--- config.mk ---
export PLATFORM = sky130hd
export DESIGN_NAME = wb_stage
export DESIGN_NICKNAME = d
export VERILOG_FILES = /design/src/rtl/wb_stage_pkg.sv /design/src/rtl/wb_stage_sat_counter.sv /design/src/rtl/wb_stage.sv
export SDC_FILE = /design/constraint.sdc
export NUM_CORES = 1
export LEC_CHECK = 0
export BUFFER_PORTS_ARGS = -buffer_cell sky130_fd_sc_hd__buf_4
export CAP_MARGIN = 40
export CORE_ASPECT_RATIO = 0.5
export CORE_MARGIN = 5
export CORE_UTILIZATION = 25
export DETAILED_ROUTE_END_ITERATION = 10
export PLACE_DENSITY = 0.61
export SLEW_MARGIN = 15
export SYNTH_ARGS = -nofsm -noshare
export SYNTH_HDL_FRONTEND = slang
export SYNTH_SLANG_ARGS = --single-unit
--- constraint.sdc ---
create_clock -name clk -period 5.1 [get_ports clk]
set_input_delay 1.02 -clock clk [delete_from_list [all_inputs] [get_ports clk]]
set_output_delay 1.02 -clock clk [all_outputs]
set_load 0.03 [all_outputs]
--- src/rtl/wb_stage_pkg.sv ---
// Shared constants for the semiMIPS write-back stage: write-back select codes,
// retire FSM state encoding and the hard-wired zero register number.
package wb_stage_pkg;

  typedef enum logic [1:0] {
    MTR_ALU = 2'b00,
    MTR_DM  = 2'b01,
    MTR_PC  = 2'b10,
    MTR_NEG = 2'b11
  } mtr_e;

  typedef enum logic {
    RUN  = 1'b0,
    HALT = 1'b1
  } wb_state_e;

  localparam logic [4:0] REG_ZERO = 5'd0;

endpackage : wb_stage_pkg

--- src/rtl/wb_stage_sat_counter.sv ---
// Saturating up-counter with enable and asynchronous active-high clear;
// holds at all-ones instead of wrapping.
module sat_counter #(
  parameter int CWIDTH = 32
) (
  input  logic              clk,
  input  logic              rst,
  input  logic              en_i,
  output logic [CWIDTH-1:0] count_o
);

  logic [CWIDTH-1:0] count_q;
  logic [CWIDTH-1:0] count_d;

  // NOTE: default assigned first so no path through this block can infer a latch.
  always_comb begin
    count_d = count_q;
    if (en_i && (count_q != {CWIDTH{1'b1}})) begin
      count_d = count_q + CWIDTH'(1);
    end
  end

  // NOTE: state registers use non-blocking assignments so every flop samples pre-edge values.
  always_ff @(posedge clk or posedge rst) begin
    if (rst) begin
      count_q <= '0;
    end else begin
      count_q <= count_d;
    end
  end

  assign count_o = count_q;

endmodule : sat_counter

--- src/rtl/wb_stage.sv ---
// Write-back stage of the semiMIPS pipeline: write-back mux, register-file write
// port, one-entry ID bypass buffer, RUN/HALT retire FSM and saturating counters.
// Optional instruction trace outputs are enabled with `define WB_TRACE_EN.
module wb_stage
  import wb_stage_pkg::*;
#(
  parameter int DWIDTH = 32,
  parameter int AWIDTH = 32,
  parameter int CWIDTH = 32
) (
  input  logic              clk,
  input  logic              rst,
  input  logic [1:0]        memtoregin,
  input  logic              regwrin,
  input  logic              finin,
  input  logic [4:0]        regdstmuxin,
  input  logic [DWIDTH-1:0] aluoutin,
  input  logic [DWIDTH-1:0] dmdatain,
  input  logic [AWIDTH-1:0] pcnextin,
  input  logic              negativein,
  input  logic [31:0]       insin,
  output logic              rfwe,
  output logic [4:0]        rfwaddr,
  output logic [DWIDTH-1:0] rfwdata,
  output logic              fwdvalid,
  output logic [4:0]        fwdaddr,
  output logic [DWIDTH-1:0] fwddata,
  output logic              halted,
  output logic [CWIDTH-1:0] retired,
  output logic [CWIDTH-1:0] cycles
`ifdef WB_TRACE_EN
  ,
  output logic              trvalid,
  output logic [AWIDTH-1:0] trpc,
  output logic [31:0]       trins
`endif
);

  wb_state_e         state_q, state_d;
  logic              fwd_valid_q, fwd_valid_d;
  logic [4:0]        fwd_addr_q, fwd_addr_d;
  logic [DWIDTH-1:0] fwd_data_q, fwd_data_d;
  logic [DWIDTH-1:0] pc_ext;
  logic [DWIDTH-1:0] wb_data;
  logic              in_run;
  logic              retire_en;
  logic              wr_en;

  // Link value is zero-extended or truncated to the data width.
  if (DWIDTH > AWIDTH) begin : g_pc_zext
    assign pc_ext = {{(DWIDTH-AWIDTH){1'b0}}, pcnextin};
  end else begin : g_pc_trunc
    assign pc_ext = pcnextin[DWIDTH-1:0];
  end

  always_comb begin
    wb_data = aluoutin;
    case (mtr_e'(memtoregin))
      MTR_ALU: wb_data = aluoutin;
      MTR_DM:  wb_data = dmdatain;
      MTR_PC:  wb_data = pc_ext;
      MTR_NEG: wb_data = {{(DWIDTH-1){1'b0}}, negativein};
      default: wb_data = aluoutin;
    endcase
  end

  assign in_run    = (state_q == RUN);
  assign retire_en = in_run && (insin != 32'd0);
  assign wr_en     = regwrin && (regdstmuxin != REG_ZERO) && !finin && in_run;

  assign rfwe    = wr_en;
  assign rfwaddr = regdstmuxin;
  assign rfwdata = wb_data;

  always_comb begin
    state_d = state_q;
    case (state_q)
      RUN:     if (finin) state_d = HALT;
      HALT:    state_d = HALT;
      default: state_d = RUN;
    endcase
  end

  always_comb begin
    fwd_valid_d = wr_en;
    fwd_addr_d  = fwd_addr_q;
    fwd_data_d  = fwd_data_q;
    if (wr_en) begin
      fwd_addr_d = regdstmuxin;
      fwd_data_d = wb_data;
    end
  end

  always_ff @(posedge clk or posedge rst) begin
    if (rst) begin
      state_q     <= RUN;
      fwd_valid_q <= 1'b0;
      fwd_addr_q  <= REG_ZERO;
      fwd_data_q  <= '0;
    end else begin
      state_q     <= state_d;
      fwd_valid_q <= fwd_valid_d;
      fwd_addr_q  <= fwd_addr_d;
      fwd_data_q  <= fwd_data_d;
    end
  end

  assign fwdvalid = fwd_valid_q;
  assign fwdaddr  = fwd_addr_q;
  assign fwddata  = fwd_data_q;
  assign halted   = (state_q == HALT);

  sat_counter #(.CWIDTH(CWIDTH)) u_retired (
    .clk     (clk),
    .rst     (rst),
    .en_i    (retire_en),
    .count_o (retired)
  );

  sat_counter #(.CWIDTH(CWIDTH)) u_cycles (
    .clk     (clk),
    .rst     (rst),
    .en_i    (in_run),
    .count_o (cycles)
  );

`ifdef WB_TRACE_EN
  logic              tr_valid_q, tr_valid_d;
  logic [AWIDTH-1:0] tr_pc_q, tr_pc_d;
  logic [31:0]       tr_ins_q, tr_ins_d;

  always_comb begin
    tr_valid_d = retire_en;
    tr_pc_d    = tr_pc_q;
    tr_ins_d   = tr_ins_q;
    if (retire_en) begin
      tr_pc_d  = pcnextin - AWIDTH'(4);
      tr_ins_d = insin;
    end
  end

  always_ff @(posedge clk or posedge rst) begin
    if (rst) begin
      tr_valid_q <= 1'b0;
      tr_pc_q    <= '0;
      tr_ins_q   <= '0;
    end else begin
      tr_valid_q <= tr_valid_d;
      tr_pc_q    <= tr_pc_d;
      tr_ins_q   <= tr_ins_d;
    end
  end

  assign trvalid = tr_valid_q;
  assign trpc    = tr_pc_q;
  assign trins   = tr_ins_q;
`endif

endmodule : wb_stage

==> results.yml, run 1 <==
status:
  status: "completed"
hold_path:
  whs_path_depth: 1
  whs_endpoint: "u_cycles.count_o[21]"
  min_path_type: "flop to flop"
  hp-start: "u_cycles.count_o[21]"
synth:
  seq_area_frac_synth_pct: 46.0
  post_synth.cell_area_avg_um2: 11.0
  ys_types: 47
  synth_nets: 651
  synth_warnings: 0
  netlist_area_um2: 5610
  synth-seq-cells: 103
  syn_inst: 509
timing:
  slew_violations: 0
  rsz0062_at_grt: "no"
  fin_crit_ps: 3710
  finalSetupTns_ps: 0
  finalHoldViolations: 0
  fin_worst_skew_ps: 11.5
  slew_headroom_pct: 38.1
  worst_pin_slew_ps: 919
  fmax_mhz: 269
  period_share_pct: 72.8
  finalSetupViolations: 0
worst_setup_path:
  rr_worst_depth: 5
  critical_path_class: "input port to output port"
  reg2reg_from: "u_retired.count_o[8]"
  cp.arrival_ps: 2690
  ff2ff_setup_slack_ps: 2520
  crit_fanout: 33
  worstSetupStartpointType: "input port"
  r2r_end: "u_retired.count_o[1]"
  required_ps: 4080
  critPathCaptureType: "output port"
detailed_routing:
  wl_per_cell_um: 17.2
  drc: 0
  num_vias: 4903
  dr.pass1.iters: 4
  drt_iter0_drc: 286
  viasPerCell: 4.51
  drt-total-wl_mm: 18.7
  antenna_left: 0
clock_tree:
  cts_tree: "done"
  cts_hold_buf: 0
  cts_resized: 0
  cts.clk_slew.worst_paths_ps: 70
  cts_root_buf: "clkbuf_16"
  cts.path.max_buffers: 2
  h-tree-depth: 3
  clk_latency_ps: 340
  cts_setup_buffers: 0
  cts.sinks: 103
  numCtsBuffers: 9
die:
  core_area_um2: 21900
  start_util_pct: 25.6
  design.die.area_um2: 25700
  die_y_um: 116
  io-pin-count: 281
  rows: 38
  die_w_um: 222
global_routing:
  grt_antenna_before_repair: 0
  grt_max_degree: 44
  grt-ovfl-total: 0
  grt_pass1_vias: 5116
  grt.total_usage_pct: 14.0
  grt_pass1_wl_mm: 29.0
layout:
  antenna_cells: 0
  multi_input_area_um2: 2860
  drive_above_1_share_pct: 45.1
  fillers: 2226
  regArea_um2: 2580
  final_cells: 1088
  syn_to_final_growth_pct: 48.3
  finalNetCount: 925
power_and_ir_drop:
  p_seq_share_pct: 44.1
  sw_frac_of_total_pct: 29.4
  clkPwrFrac_pct: 34.8
  power_mw: 1.97
  p_leak_nw: 4.07
  power_frac_comb_pct: 21.1
  power_density_nw_per_um2: 237
  ir_worst_vdd_mv: 0.178
  p_sw_mw: 0.581
  p_int_mw: 1.39
place:
  dp_hpwl_mm: 15.1
  io_buffers: 280
  place_congestion: 0.875
  dp.cells: 1072
flow_run:
  max_cap_viol_count: 0
power groups by stage:
stage / Clock [mW] / Sequential (mW) / Combinational (mW)
2_1_floorplan: 0 / 0.942 / 0.148
3_3_place_gp: 0 / 0.885 / 0.416
3_5_place_dp: 0 / 0.885 / 0.422
4_1_cts: 0.712 / 0.871 / 0.422
5_1_grt: 0.743 / 0.875 / 0.441
6_report: 0.687 / 0.870 / 0.417
critical path, stage by stage:
cell and delay (ps):
buf_4 480, mux2i_1 140, o21ai_0 740, buf_4 300
cell usage in the layout (no fill, tap or decap), types with 7 or more instances in the layout:
cell and instances:
clkbuf_16 9, and4_1 12, buf_4 283, nand3_1 22
nor3_1 9, nor4_1 12, mux2i_1 32, nor2_1 13
and2_1 7, xnor2_1 41, dfrtp_1 103, mux2_2 9
mux2_4 26, xor2_1 20, inv_1 8, nand4_1 24
and3_1 14, o21ai_0 33, nand2_1 63
layer usage:
layer  share of wire, %  track usage (%)
met3                3.6             2.56
met1                 42             17.8
met4                1.3             2.75
met2                 53             25.6
met5                  0                0
logic make-up after synthesis:
group,Yosys count,synth area share [%]
buf+inv,32,3.06
simple gates,197,20.8
xor+xnor,61,9.53
fa+ha+maj,2,0.446
flops,103,46.0
compound gates,46,5.25
mux,68,14.9
flip-flops by register name, indices dropped and copies added (netlist names):
register	count
fwdvalid	1
u_cycles.count_o	32
u_retired.count_o	32
fwddata	32
halted	1
fwdaddr	5
worst max path at each step:
stage	slack [ps]	end	from
after global routing	1470	rfwdata[11]	memtoregin[0]
after floorplan	1380	fwdaddr[0]	rst
after detailed placement	1530	rfwe	regdstmuxin[0]
after global placement	1560	rfwe	regdstmuxin[0]
after CTS	1530	rfwe	regdstmuxin[0]
final	1390	rfwdata[11]	memtoregin[0]
metrics by stage:
stage	util (%)	hold WS, ps	setup WS (ps)	cell area, um2
after floorplan	-	648	1380	5610
after global placement	36.5	470	1560	7980
after detailed placement	36.6	479	1530	8010
after CTS	38.0	498	1530	8310
after global routing	38.0	517	1470	8310
final	38.0	495	1390	8310
cell usage after synthesis (all sizes together):
library cell	number	area, um2
a41oi	1	8.76
dfrtp	103	2580
xnor2	41	359
nor3	9	45.0
nand3b	2	15.0
ha	2	25.0
and4	13	115
and3	14	87.6
nand3	22	110
mux2i	32	320
or4b	1	10.0
nand4b	2	17.5
o211ai	3	55.1
inv	10	40.0
nand4	26	193
buf	15	105
a211oi	1	7.51
a32o	1	10.0
a31oi	3	18.8
nand2b	2	12.5
a41o	1	10.0
nor4b	2	30.0
clkbuf	7	26.3
mux4	1	22.5
or4	1	11.3
nor2b	1	6.26
mux2	35	492
and4b	1	10.0
and2	7	43.8
nor2	13	48.8
xor2	20	175
o21ai	34	170
nor4	18	176
nand2	63	236
a21oi	1	5.00
a211o	1	8.76
layout make-up:
type,instances,share of cell area (%)
multi-input combinational,374,34.4
sequential,103,31.0
timing repair buffer,285,25.9
tap,300,4.52
clock buffer,10,2.87
clock inverter,6,0.753
inverter,10,0.512
No activity file was read; power rests on OpenSTA's default activity.
==> run 2, diff against run 1 <==
clock period = 3.7 ns   (was 5.1 ns; I/O delays follow)
==> results.yml, run 2 (synthesis gave the netlist of run 1 again) <==
status:
  status: "completed"
die:
  die_y_um: 116
  rows: 38
  io-pin-count: 281
  die_w_um: 222
  core_area_um2: 21900
  start_util_pct: 25.6
  design.die.area_um2: 25700
detailed_routing:
  num_vias: 4896
  dr.pass1.iters: 4
  drt_iter0_drc: 224
  wl_per_cell_um: 17.9
  drc: 0
  antenna_left: 0
  drt-total-wl_mm: 19.5
  viasPerCell: 4.48
timing:
  fin_crit_ps: 3070
  fin_ws_ps: 629
  slew_violations: 0
  rsz0062_at_grt: "no"
  finalSetupViolations: 0
  fmax_mhz: 326
  period_share_pct: 83.0
  finalSetupTns_ps: 0
  slew_headroom_pct: 45.5
  worst_pin_slew_ps: 809
  finalHoldViolations: 0
  fin_worst_skew_ps: 6.63
worst_setup_path:
  crit_fanout: 33
  worstSetupStartpointType: "input port"
  required_ps: 2960
  ff2ff_setup_slack_ps: 1550
  cp.arrival_ps: 2330
  critical_path_class: "input port to output port"
  critPathCaptureType: "output port"
clock_tree:
  cts_resized: 0
  numCtsBuffers: 9
  cts_root_buf: "clkbuf_16"
  clk_latency_ps: 350
  cts.clk_slew.worst_paths_ps: 70
  h-tree-depth: 3
  cts.path.max_buffers: 2
  cts_tree: "done"
  cts.sinks: 103
  cts_setup_buffers: 0
  cts_hold_buf: 0
global_routing:
  grt_busiest_layer: "met2"
  grt_pass1_wl_mm: 29.5
  grt_antenna_before_repair: 0
  grt_util_met3_pct: 3.77
  grtUsageMet1_pct: 17.8
  grt.total_usage_pct: 14.7
  grt_max_degree: 56
  grt-ovfl-total: 0
  use_met2_pct: 26.5
  grt_pass1_vias: 5072
layout:
  finalNetCount: 929
  mostFrequentLayoutCells: "buf_4, dfrtp_1, nand2_1"
  regArea_um2: 2580
  final_common_cell: "buf_4"
  final_cells: 1092
  multi_input_area_um2: 2860
  fillers: 2246
  syn_to_final_growth_pct: 48.9
  drive_above_1_share_pct: 45.2
  antenna_cells: 0
power_and_ir_drop:
  power_frac_comb_pct: 20.7
  p_seq_share_pct: 43.5
  sw_frac_of_total_pct: 28.4
  p_leak_nw: 4.09
  power_mw: 2.76
  p_sw_mw: 0.784
  p_int_mw: 1.98
  clkPwrFrac_pct: 35.8
  power_density_nw_per_um2: 331
  ir_worst_vdd_mv: 0.211
place:
  pre_cts_ws_ps: 740
  dp_hpwl_mm: 15.7
  place_congestion: 0.916
  dp.cells: 1076
  io_buffers: 280
hold_path:
  min_path_type: "input port to async pin"
flow_run:
  max_cap_viol_count: 0
-- run 2: cell type report --
type / count / area share, %
multi-input combinational: 374 / 34.2
sequential: 103 / 30.9
timing repair buffer: 289 / 26.2
tap: 300 / 4.50
clock buffer: 11 / 2.91
clock inverter: 5 / 0.764
inverter: 10 / 0.510
-- run 2: final timing paths --
| path | start | end | cells after the start |
|---|---|---|---|
| max in group asynchronous | rst | u_retired.count_o[20] | 4 |
| min in group clk | fwdaddr[3] | fwdaddr[3] | 2 |
| hold reg to reg | fwdaddr[3] | fwdaddr[3] | 2 |
| hold / removal | rst | u_cycles.count_o[13] | 2 |
| setup reg to reg | halted | fwddata[30] | 5 |
| setup / recovery | memtoregin[0] | rfwdata[11] | 4 |
-- run 2: metrics by stage --
step                      area (um2)  hold slack (ps)  utilization (%)
after global placement          8010              467             36.6
final                           8350              365             38.2
after floorplan                 5610              648                -
after CTS                       8350              367             38.2
after detailed placement        8040              471             36.8
after global routing            8350              374             38.2
-- run 2: critical path, stage by stage --
cell     delay (ps)
buf_4           470
mux2i_1         140
o21ai_0         660
buf_4           290
-- run 2: power groups by stage --
stage	clock network [mW]	registers, mW	logic, mW
floorplan	0	1.30	0.204
global placement	0	1.22	0.570
detailed placement	0	1.22	0.579
CTS	1.02	1.20	0.580
global route	1.07	1.21	0.607
finish	0.990	1.20	0.571
-- run 2: per-layer routing --
| layer | share of wire, % | vias to the layer above |
|---|---|---|
| met1 | 41 | 2381 |
| met5 | 0 | - |
| met2 | 52 | 111 |
| met3 | 4.7 | 22 |
| met4 | 2.0 | 0 |
| li1 | - | 2382 |
==> run 3, diff against run 2 <==
PLACE_DENSITY = 0.63   (was 0.61)
clock period = 2.7 ns   (was 3.7 ns; I/O delays follow)
==> results.yml, run 3 (synthesis gave the netlist of run 1 again) <==
detailed_routing:
  wl_met2_mm: 10.4
  drt_iter0_drc: 295
  top_layer: "met4"
  drc: 0
  wl_met3_um: 625
  dr.pass1.iters: 5
  wl_met1_mm: 8.61
  viasPerCell: 4.59
  drt-total-wl_mm: 20.0
  num_vias: 5035
  antenna_left: 0
  wl_per_cell_um: 18.2
worst_setup_path:
  cp.arrival_ps: 1870
  slowest_stage: "dfrtp_1"
  crit_path_cell_trace: "nor2_1 > o211ai_4 > inv_4 > buf_4"
  crit_fanout: 18
  critPathCaptureType: "output port"
  critical_path_class: "flop to output port"
  required_ps: 2160
  cp_num_buf_inv: 2
  worstSetupStartpointType: "flop"
  path_delay_family: "flip-flops"
  cp_slowest_stage_delay_ps: 530
global_routing:
  grt_max_degree: 43
  grt_pass1_vias: 5153
  grt.total_usage_pct: 15.0
  grt-ovfl-total: 0
  grt_antenna_before_repair: 0
  grt_pass1_wl_mm: 30.3
die:
  start_util_pct: 25.6
  rows: 38
  core_area_um2: 21900
  design.die.area_um2: 25700
  die_w_um: 222
  die_y_um: 116
  io-pin-count: 281
layout:
  final_common_cell: "buf_4"
  regArea_um2: 2580
  finalNetCount: 933
  final_cells: 1096
  multi_input_area_um2: 2860
  antenna_cells: 0
  drive_above_1_share_pct: 45.6
  design_area_um2: 8450
  fillers: 2207
  mostFrequentLayoutCells: "buf_4, dfrtp_1, nand2_1"
  utilization_pct: 38.6
  syn_to_final_growth_pct: 50.7
place:
  placed_area_um2: 8070
  dp.cells: 1079
  dp_hpwl_mm: 16.2
  pre_cts_ws_ps: 368
  io_buffers: 280
  place_congestion: 0.932
timing:
  fin_worst_skew_ps: 12.8
  fin_ws_ps: 291
  fin_crit_ps: 2410
  finalSetupTns_ps: 0
  slew_violations: 0
  worst_pin_slew_ps: 879
  slew_headroom_pct: 41.1
  period_share_pct: 89.2
  rsz0062_at_grt: "no"
  fmax_mhz: 415
  finalHoldViolations: 0
  finalSetupViolations: 0
clock_tree:
  cts_hold_buf: 0
  cts_tree: "done"
  cts_root_buf: "clkbuf_16"
  clk_latency_ps: 350
  cts.path.max_buffers: 2
  numCtsBuffers: 9
  cts.clk_slew.worst_paths_ps: 80
  cts_resized: 0
  cts_setup_buffers: 0
  h-tree-depth: 3
  cts.sinks: 103
power_and_ir_drop:
  power_density_nw_per_um2: 467
  p_int_mw: 2.81
  clkPwrFrac_pct: 38.1
  p_seq_share_pct: 41.6
  ir_worst_vdd_mv: 0.288
  power_frac_comb_pct: 20.3
  sw_frac_of_total_pct: 28.8
  p_leak_nw: 4.13
  p_sw_mw: 1.14
flow_run:
  max_cap_viol_count: 0
status:
  status: "completed"
hold_path:
  min_path_type: "input port to async pin"
[run 3: cell types whose count changed in the layout (fill, tap and decap cells not counted), sizes merged]
cell,previous run,this run
clkbuf,11,9
clkinv,1,4
bufinv,1,2
inv,12,10
buf,289,293
[run 3: worst register-to-register path: stages, from the launching register on]
cell	delay, ps
dfrtp_1	420
ha_1	200
and3_1	280
nand3_1	100
a211oi_1	740
nand4_1	210
xnor2_1	160
[run 3: per-layer routing]
metal,GRT usage [%],up-vias
li1,-,2406
met1,18.9,2499
met2,27.0,109
met3,2.53,21
met4,4.02,0
met5,0,-
[run 3: path summary, 6_finish.rpt]
check,start,endpoint,slack (ps),cells after the start
min,rst,u_cycles.count_o[9],70,2
min in group clk,regdstmuxin[0],fwdaddr[0],420,3
max,halted,rfwe,290,4
min reg2reg,fwdaddr[3],fwdaddr[3],490,2
max reg2reg,u_retired.count_o[0],u_retired.count_o[10],480,6
max in group asynchronous,rst,fwddata[0],1930,4
[run 3: layout make-up]
class / instances / share of cell area, %
clock buffers: 9 / 2.67
repair buffers: 293 / 26.5
clock inverters: 7 / 1.53
multi-input cells: 374 / 33.8
well taps: 300 / 4.44
inverters: 10 / 0.518
flip-flops and latches: 103 / 30.5
[run 3: per-stage QoR]
| stage | power [mW] | hold WS [ps] |
|---|---|---|
| floorplan | 2.06 | 645 |
| global placement | 2.47 | 468 |
| detailed placement | 2.47 | 475 |
| CTS | 4.00 | 345 |
| global route | 4.11 | 51.6 |
| finish | 3.95 | 71.0 |
[run 3: power groups by stage]
stage               Clock (mW)  Combinational (mW)  Sequential (mW)
detailed placement           0               0.804             1.67
CTS                       1.55               0.805             1.64
global placement             0               0.798             1.67
global route              1.62               0.849             1.65
finish                    1.50               0.799             1.64
floorplan                    0               0.280             1.78
